$ cat config.mk
export PLATFORM = sky130hd
export DESIGN_NAME = fifo_word_packer
export DESIGN_NICKNAME = d
export VERILOG_FILES = /design/src/rtl/fifo_word_packer.sv
export SDC_FILE = /design/constraint.sdc
export NUM_CORES = 1
export LEC_CHECK = 0
export BUFFER_PORTS_ARGS = -buffer_cell sky130_fd_sc_hd__buf_2
export CORE_UTILIZATION = 56
export DETAILED_ROUTE_END_ITERATION = 8
export HOLD_SLACK_MARGIN = 0.02
export PLACE_DENSITY_LB_ADDON = 0.12
export SLEW_MARGIN = 20
export SYNTH_ARGS = -nofsm -noshare
export SYNTH_HDL_FRONTEND = slang
export SYNTH_SLANG_ARGS = --single-unit
export TNS_END_PERCENT = 10
$ cat constraint.sdc
create_clock -name clk -period 2.9 [get_ports clk]
set_clock_uncertainty 0.15 [all_clocks]
set_input_delay 0.58 -clock clk [delete_from_list [all_inputs] [get_ports clk]]
set_output_delay 0.58 -clock clk [all_outputs]
set_load 0.01 [all_outputs]
$ cat src/rtl/fifo_word_packer.sv
// Packs PACK consecutive entries popped from a synchronous FIFO into one wide word.
// The word is presented on a valid/ready stream. A flush request closes a partial word and marks it last.
module fifo_word_packer #(
  parameter int DATA_WIDTH = 8,
  parameter int PACK       = 4
) (
  input  logic                       clk,
  input  logic                       rst,
  input  logic                       fifo_empty,
  output logic                       fifo_r_en,
  input  logic [DATA_WIDTH-1:0]      fifo_data_out,
  input  logic                       flush,
  output logic [DATA_WIDTH*PACK-1:0] m_data,
  output logic [PACK-1:0]            m_keep,
  output logic                       m_last,
  output logic                       m_valid,
  input  logic                       m_ready
);

  localparam int WORD_W = DATA_WIDTH * PACK;
  localparam int CNT_W  = $clog2(PACK + 1);
  localparam logic [CNT_W-1:0] PACK_CNT = CNT_W'(PACK);
  localparam logic [CNT_W:0]   PACK_OCC = (CNT_W + 1)'(PACK);

  typedef enum logic {
    FILL  = 1'b0,
    FLUSH = 1'b1
  } mode_t;

  mode_t             mode;
  logic [CNT_W-1:0]  fill_cnt;
  logic              rd_pend;
  logic [WORD_W-1:0] lanes;

  logic              out_free;
  logic [CNT_W:0]    occupancy;
  logic [CNT_W-1:0]  cnt_cap;
  logic [WORD_W-1:0] lanes_cap;

  function automatic logic [PACK-1:0] keep_mask(input logic [CNT_W-1:0] cnt);
    logic [PACK-1:0] m;
    for (int i = 0; i < PACK; i++) begin
      m[i] = (i < int'(cnt));
    end
    return m;
  endfunction

  function automatic logic [WORD_W-1:0] lane_mask(input logic [PACK-1:0] keep);
    logic [WORD_W-1:0] m;
    for (int i = 0; i < PACK; i++) begin
      m[i*DATA_WIDTH +: DATA_WIDTH] = {DATA_WIDTH{keep[i]}};
    end
    return m;
  endfunction

  assign out_free  = !m_valid || m_ready;
  assign occupancy = {1'b0, fill_cnt} + {{CNT_W{1'b0}}, rd_pend};

  // A read that lands on a word about to be handed to a free output register is
  // still allowed. The word empties on that edge, so the returning entry starts the
  // next word in lane 0. This keeps the stream at one entry per clock.
  assign fifo_r_en = !rst && !fifo_empty && (mode == FILL) && !flush &&
                     ((occupancy < PACK_OCC) || ((occupancy == PACK_OCC) && out_free));

  // Capture stage: the entry requested last cycle lands in lane fill_cnt
  always_comb begin
    lanes_cap = lanes;
    cnt_cap   = fill_cnt;
    if (rd_pend) begin
      for (int i = 0; i < PACK; i++) begin
        if (fill_cnt == CNT_W'(i)) begin
          lanes_cap[i*DATA_WIDTH +: DATA_WIDTH] = fifo_data_out;
        end
      end
      cnt_cap = fill_cnt + CNT_W'(1);
    end
  end

  always_ff @(posedge clk) begin
    lanes <= lanes_cap;
  end

  // Output stage: word completion, flush emission and stream handshake
  always_ff @(posedge clk) begin
    if (rst) begin
      mode     <= FILL;
      fill_cnt <= '0;
      rd_pend  <= 1'b0;
      m_valid  <= 1'b0;
      m_data   <= '0;
      m_keep   <= '0;
      m_last   <= 1'b0;
    end else begin
      rd_pend  <= fifo_r_en;
      fill_cnt <= cnt_cap;
      if (m_valid && m_ready) begin
        m_valid <= 1'b0;
      end
      case (mode)
        FILL: begin
          if (flush) begin
            mode <= FLUSH;
          end
          if ((cnt_cap == PACK_CNT) && out_free) begin
            m_data   <= lanes_cap;
            m_keep   <= '1;
            m_last   <= 1'b0;
            m_valid  <= 1'b1;
            fill_cnt <= '0;
          end
        end
        FLUSH: begin
          if (!rd_pend) begin
            if (fill_cnt == '0) begin
              mode <= FILL;
            end else if (out_free) begin
              m_data   <= lanes & lane_mask(keep_mask(fill_cnt));
              m_keep   <= keep_mask(fill_cnt);
              m_last   <= 1'b1;
              m_valid  <= 1'b1;
              fill_cnt <= '0;
              mode     <= FILL;
            end
          end
        end
        default: mode <= FILL;
      endcase
    end
  end

endmodule

==> metrics.yaml, run 1 <==
status: "complete, no violations"
worst_pin_slew_ps: 671
p_seq_share_pct: 48.0
grt_max_degree: 43
power_frac_comb_pct: 11.9
netlist_top_cells_area: "dfxtp_1 46%, mux2_2 11%, a221oi_2 8.8%"
vias: 2539
via_per_inst: 5.95
grt_use_total_pct: 26.6
num_rows: 27
critical_path_arrival_ps: 2010
timing.final.ws_setup_ps: 160
grt_pass1_wl_um: 12300
power_mw: 2.42
worstHoldStart: "m_keep[1]$_SDFFE_PP0P_"
numCtsBuffers: 9
r2r_cells: 7
die_h_um: 78.3
drive_gt1_share_pct: 38.0
r2r_setup_slack_ps: 340
yosys.area.top_type: "dfxtp_1"
hold_depth: 1
syn_area_mm2: 0.00326
core_mm2: 0.00554
p_int_mw: 1.84
p_clk_share_pct: 40.2
ctsLongestPathBuffers: 2
crit_type: "register to primary output"
finalSetupViolCount: 0
clk_pin_slew_ps: 80
setup.worst_path.start: "fill_cnt[0]$_SDFF_PP0_"
tns_ps: 0
p_leak_nw: 1.49
die_area_mm2: 0.00613
finalCritPeriodShare_pct: 94.5
dp_hpwl_um: 4780
crit_required_ps: 2170
detail_route.wl_per_cell_um: 17.6
clock_latency_ps: 350
routed.top_layer: "met4"
drt_iter0_markers: 141
final_antenna_net_count: 0
num-nets-final: 368
cts_setup_buffers: 0
period_needed_ps: 2740
routed_wl_um: 7500
dr_wl_met2_um: 3490
grt_overflow_total: 0
clock-sinks: 75
relSlewSlack_pct: 55.3
antenna_cells: 0
antenna_found_initial: 0
hp-class: "register to register"
synth_common_cells: "75 x dfxtp_1, 33 x mux2_2, 30 x nor2_1"
cp_max_fo: 7
synthMostInstantiatedCell: "dfxtp_1"
power_switching_mw: 0.573
end_kind: "primary output"
die_x_um: 78.3
placed_cell_area_mm2: 0.00356
wl_met1_um: 3520
hold_viol: 0
root_buffer: "clkbuf_8"
synth-seq-cells: 75
drc: 0
wl_met3_um: 337
fmax_mhz: 365
place_congestion: 0.879
ios: 52
ir_worst_vdd_mv: 0.393
cap_violations: 0
port_buffers: 51
place_ws_ps: 354
yosysUniqueCellTypes: 37
ys_async_sr_fraction_pct: 0
synth_ff_type: "dfxtp_1"
p_sw_share_pct: 23.7
syn_inst: 301
fillers: 436
rsz0062_at_grt: "no"
p_per_area_mw_per_mm2: 635
min_to: "m_keep[1]$_SDFFE_PP0P_"
synth_edf_count: 0
synth_nets: 319
cts_tree: "yes"
grt_pass1_vias: 2494
yosysSeqAreaShare_pct: 46.1
initial_core_util_pct: 58.8
r2r-end: "m_data[14]$_SDFFE_PP0P_"
htreeDepth: 3
synth-warning-count: 0
startpoint_type: "register"
final_area_mm2: 0.00380
area_delta_synth_final_pct: 16.7
r2r_start: "fill_cnt[1]$_SDFF_PP0_"
drtPass1Iterations: 4
final_max_slew_viol_count: 0
avgSynthCellArea_um2: 10.8
synth_top_area_share_pct: 46.1
## state kept, by name, indices dropped and copies added, names as in the netlist
| signal | cells |
|---|---|
| mode | 1 |
| lanes | 32 |
| m_last | 1 |
| fill_cnt | 3 |
| m_data | 32 |
| m_valid | 1 |
| m_keep | 4 |
| rd_pend | 1 |
## through the flow
stage / utilization, % / hold WS [ps] / instances
after floorplan: - / 309 / 301
after global routing: 68.6 / 338 / 427
after detailed placement: 64.2 / 303 / 411
final: 68.6 / 319 / 427
after CTS: 68.6 / 323 / 427
after global placement: 64.2 / 297 / 411
## worst max-delay path by stage
stage,endpoint,slack [ps]
5_1_grt,fifo_r_en,60
3_3_place_gp,m_data[11]$_SDFFE_PP0P_,440
2_1_floorplan,m_data[9]$_SDFFE_PP0P_,570
3_5_place_dp,m_data[11]$_SDFFE_PP0P_,350
4_1_cts,fifo_r_en,130
6_report,fifo_r_en,160
## cells in the final DEF, fill, tap and decap left out, drive strengths merged, types with 2 or more instances in the layout
cell,synthesis,final
mux2,33,33
a311oi,8,8
inv,5,5
nor2,30,30
a31oi,3,3
ha,5,5
nor2b,3,3
o21a,3,3
a21oi,10,10
dfxtp,75,75
buf,12,62
bufinv,0,3
or4,3,3
clkinv,0,2
nand2,22,22
a211oi,11,11
nand3b,2,2
clkbuf,12,11
a221oi,24,24
a22oi,24,24
o21ai,3,3
nor4,2,2
## area by class of cell
cell class / instances / area (µm²) / share of cell area (%)
clock buffers: 11 / 141 / 3.72
clock inverters: 5 / 100 / 2.63
inverters: 5 / 18.8 / 0.494
multi-input cells: 197 / 1600 / 42.0
flip-flops and latches: 75 / 1500 / 39.5
well taps: 72 / 90.1 / 2.37
repair buffers: 62 / 350 / 9.22
## cell families (layout without fill, tap and decap cells)
| family | Yosys count | after routing | synth area share (%) |
|---|---|---|---|
| and+or+nand+nor | 69 | 69 | 10.7 |
| buffers and inverters | 29 | 83 | 4.88 |
| AOI/OAI and AO/OA | 90 | 90 | 25.0 |
| muxes | 33 | 33 | 11.4 |
| DFF | 75 | 75 | 46.1 |
| adders and majority gates | 5 | 5 | 1.92 |
## layer usage
metal  track usage (%)  vias to the layer above
li1                  -                     1244
met1              34.3                     1213
met2              42.9                       68
met3              4.30                       14
met4              13.3                        0
met5                 0                        -
## timing repair
item                                   4_1_cts  5_1_grt
resized for setup                            0        1
setup endpoints to repair                    0        1
endpoints found under the hold margin        0        0
hold buffers                                 0        0
## worst max-delay path, stage by stage, from the launching register on
cell,delay (ps)
dfxtp_2,360
ha_1,230
ha_1,280
nor3_1,220
o21ai_0,160
a211oi_1,260
buf_2,170
## power by group through the flow
| stage | sequential (mW) | combinational [mW] | clock (mW) |
|---|---|---|---|
| 6_report | 1.16 | 0.286 | 0.971 |
| 5_1_grt | 1.17 | 0.317 | 1.01 |
| 4_1_cts | 1.16 | 0.286 | 0.978 |
| 3_5_place_dp | 1.18 | 0.284 | 0 |
| 3_3_place_gp | 1.18 | 0.277 | 0 |
| 2_1_floorplan | 1.18 | 0.206 | 0 |
No activity file was read; power rests on OpenSTA's default activity.
==> run 2, diff against run 1 <==
--- a/config.mk
+++ b/config.mk
@@ -5,8 +5,9 @@
 export SDC_FILE = /design/constraint.sdc
 export NUM_CORES = 1
 export LEC_CHECK = 0
+export ABC_AREA = 1
 export BUFFER_PORTS_ARGS = -buffer_cell sky130_fd_sc_hd__buf_2
-export CORE_UTILIZATION = 56
+export CORE_UTILIZATION = 46
 export DETAILED_ROUTE_END_ITERATION = 8
 export HOLD_SLACK_MARGIN = 0.02
 export PLACE_DENSITY_LB_ADDON = 0.12
==> metrics.yaml, run 2 <==
die_x_um: 92.6
drc: 0
p_per_area_mw_per_mm2: 583
finalCritPeriodShare_pct: 86.3
antenna_cells: 0
critical_path_arrival_ps: 1770
die_area_mm2: 0.00858
yosys.area.top_type: "dfxtp_1"
place_congestion: 0.823
ir_worst_vdd_mv: 0.379
cp_max_fo: 16
rsz0062_at_grt: "no"
relSlewSlack_pct: 31.3
synth_top_area_share_pct: 39.7
clk_pin_slew_ps: 70
final_cell_mix: "221 x nand2_1, 97 x nand3_1, 76 x inv_1"
clock_latency_ps: 350
hp-class: "register to register"
grt_use_total_pct: 22.5
yosysUniqueCellTypes: 29
grt_pass1_wl_um: 15300
syn_area_mm2: 0.00378
initial_core_util_pct: 48.2
synth_edf_count: 0
vias: 3647
cts_tree: "yes"
via_per_inst: 4.89
layout_commonest_cell: "nand2_1"
yosysSeqAreaShare_pct: 39.7
drtPass1Iterations: 4
hold_viol: 0
cap_violations: 0
period_needed_ps: 2500
synth-seq-cells: 75
root_buffer: "clkbuf_8"
syn_inst: 594
hold_buffers: 0
synth_ff_type: "dfxtp_1"
ys_async_sr_fraction_pct: 0
grt_max_degree: 36
status: "complete, no violations"
avgSynthCellArea_um2: 6.36
power_mw: 2.54
clock-sinks: 75
ctsLongestPathBuffers: 2
worst_pin_slew_ps: 1020
grt_overflow_total: 0
synth_nets: 612
numCtsBuffers: 9
antenna_found_initial: 0
area_delta_synth_final_pct: 15.2
final_antenna_net_count: 0
ios: 52
top_regs: "lanes x32, m_data x32, m_keep x4"
fmax_mhz: 399
synthMostInstantiatedCell: "nand2_1"
detail_route.wl_per_cell_um: 12.2
num-nets-final: 657
routed_wl_um: 9090
drt_iter0_markers: 178
tns_ps: 0
core_mm2: 0.00785
synth-warning-count: 0
cts_setup_buffers: 0
end_kind: "primary output"
crit_type: "register to primary output"
netlist_top_cells_area: "dfxtp_1 40%, nand2_1 22%, nand3_1 13%"
dp_hpwl_um: 6230
post_cts_resized: 0
die_h_um: 92.6
num_rows: 32
drive_gt1_share_pct: 12.6
startpoint_type: "register"
synth_common_cells: "221 x nand2_1, 97 x nand3_1, 76 x inv_1"
p_leak_nw: 2.55
port_buffers: 51
final_max_slew_viol_count: 0
htreeDepth: 3
crit_required_ps: 2170
finalSetupViolCount: 0
grt_pass1_vias: 3360
[run 2: worst paths after layout]
kind                          start  slack, ps                     end  depth (start not counted)
max              rd_pend$_SDFF_PP0_        400               fifo_r_en                          6
min          m_keep[1]$_SDFFE_PP0P_        310  m_keep[1]$_SDFFE_PP0P_                          2
max reg2reg  fill_cnt[1]$_SDFF_PP0_        710  m_keep[0]$_SDFFE_PP0P_                          9
min reg2reg  m_keep[1]$_SDFFE_PP0P_        310  m_keep[1]$_SDFFE_PP0P_                          2
[run 2: metrics by stage]
step / cells / setup WS [ps] / utilization, % / area, µm² / hold slack, ps
final: 746 / 397 / 55.5 / 4350 / 314
after global placement: 730 / 647 / 52.2 / 4100 / 296
after CTS: 746 / 379 / 55.5 / 4350 / 320
after detailed placement: 730 / 622 / 52.2 / 4100 / 296
after global routing: 746 / 304 / 55.5 / 4350 / 347
after floorplan: 594 / 902 / - / 3780 / 288
[run 2: power breakdown]
group | internal, mW | leakage, nW | switching (mW) | total, mW
Clock | 0.658 | 0.128 | 0.392 | 1.05
Combinational | 0.113 | 1.81 | 0.203 | 0.316
Sequential | 1.12 | 0.612 | 0.0461 | 1.17
Total | 1.89 | 2.55 | 0.641 | 2.54
[run 2: layout make-up]
cell class	count	area (µm²)
fillers	807	3500
flip-flops and latches	75	1500
clock inverters	5	125
repair buffers	57	300
multi-input cells	414	1860
well taps	102	128
inverters	82	308
clock buffers	11	131
[run 2: worst max-delay path, stage by stage (launching register included)]
cell     delay (ps)
dfxtp_1         310
buf_4           190
ha_1            230
ha_1            190
xnor2_1         140
o211a_1         230
buf_2           130
[run 2: metal layers]
layer	vias to the layer above	share of wire, %	track usage (%)
met2	84	45	37.2
li1	1918	-	-
met5	-	0	0
met3	14	5.5	3.53
met1	1631	47	29.2
met4	0	1.7	9.49
[run 2: kinds of logic after synthesis]
family / after synthesis / share of synthesized area [%]
adders and majority gates: 5 / 1.66
and+or+nand+nor: 394 / 44.9
AOI/OAI and AO/OA: 14 / 2.35
DFF: 75 / 39.7
buffers and inverters: 105 / 11.1
xor gates and xnor gates: 1 / 0.232
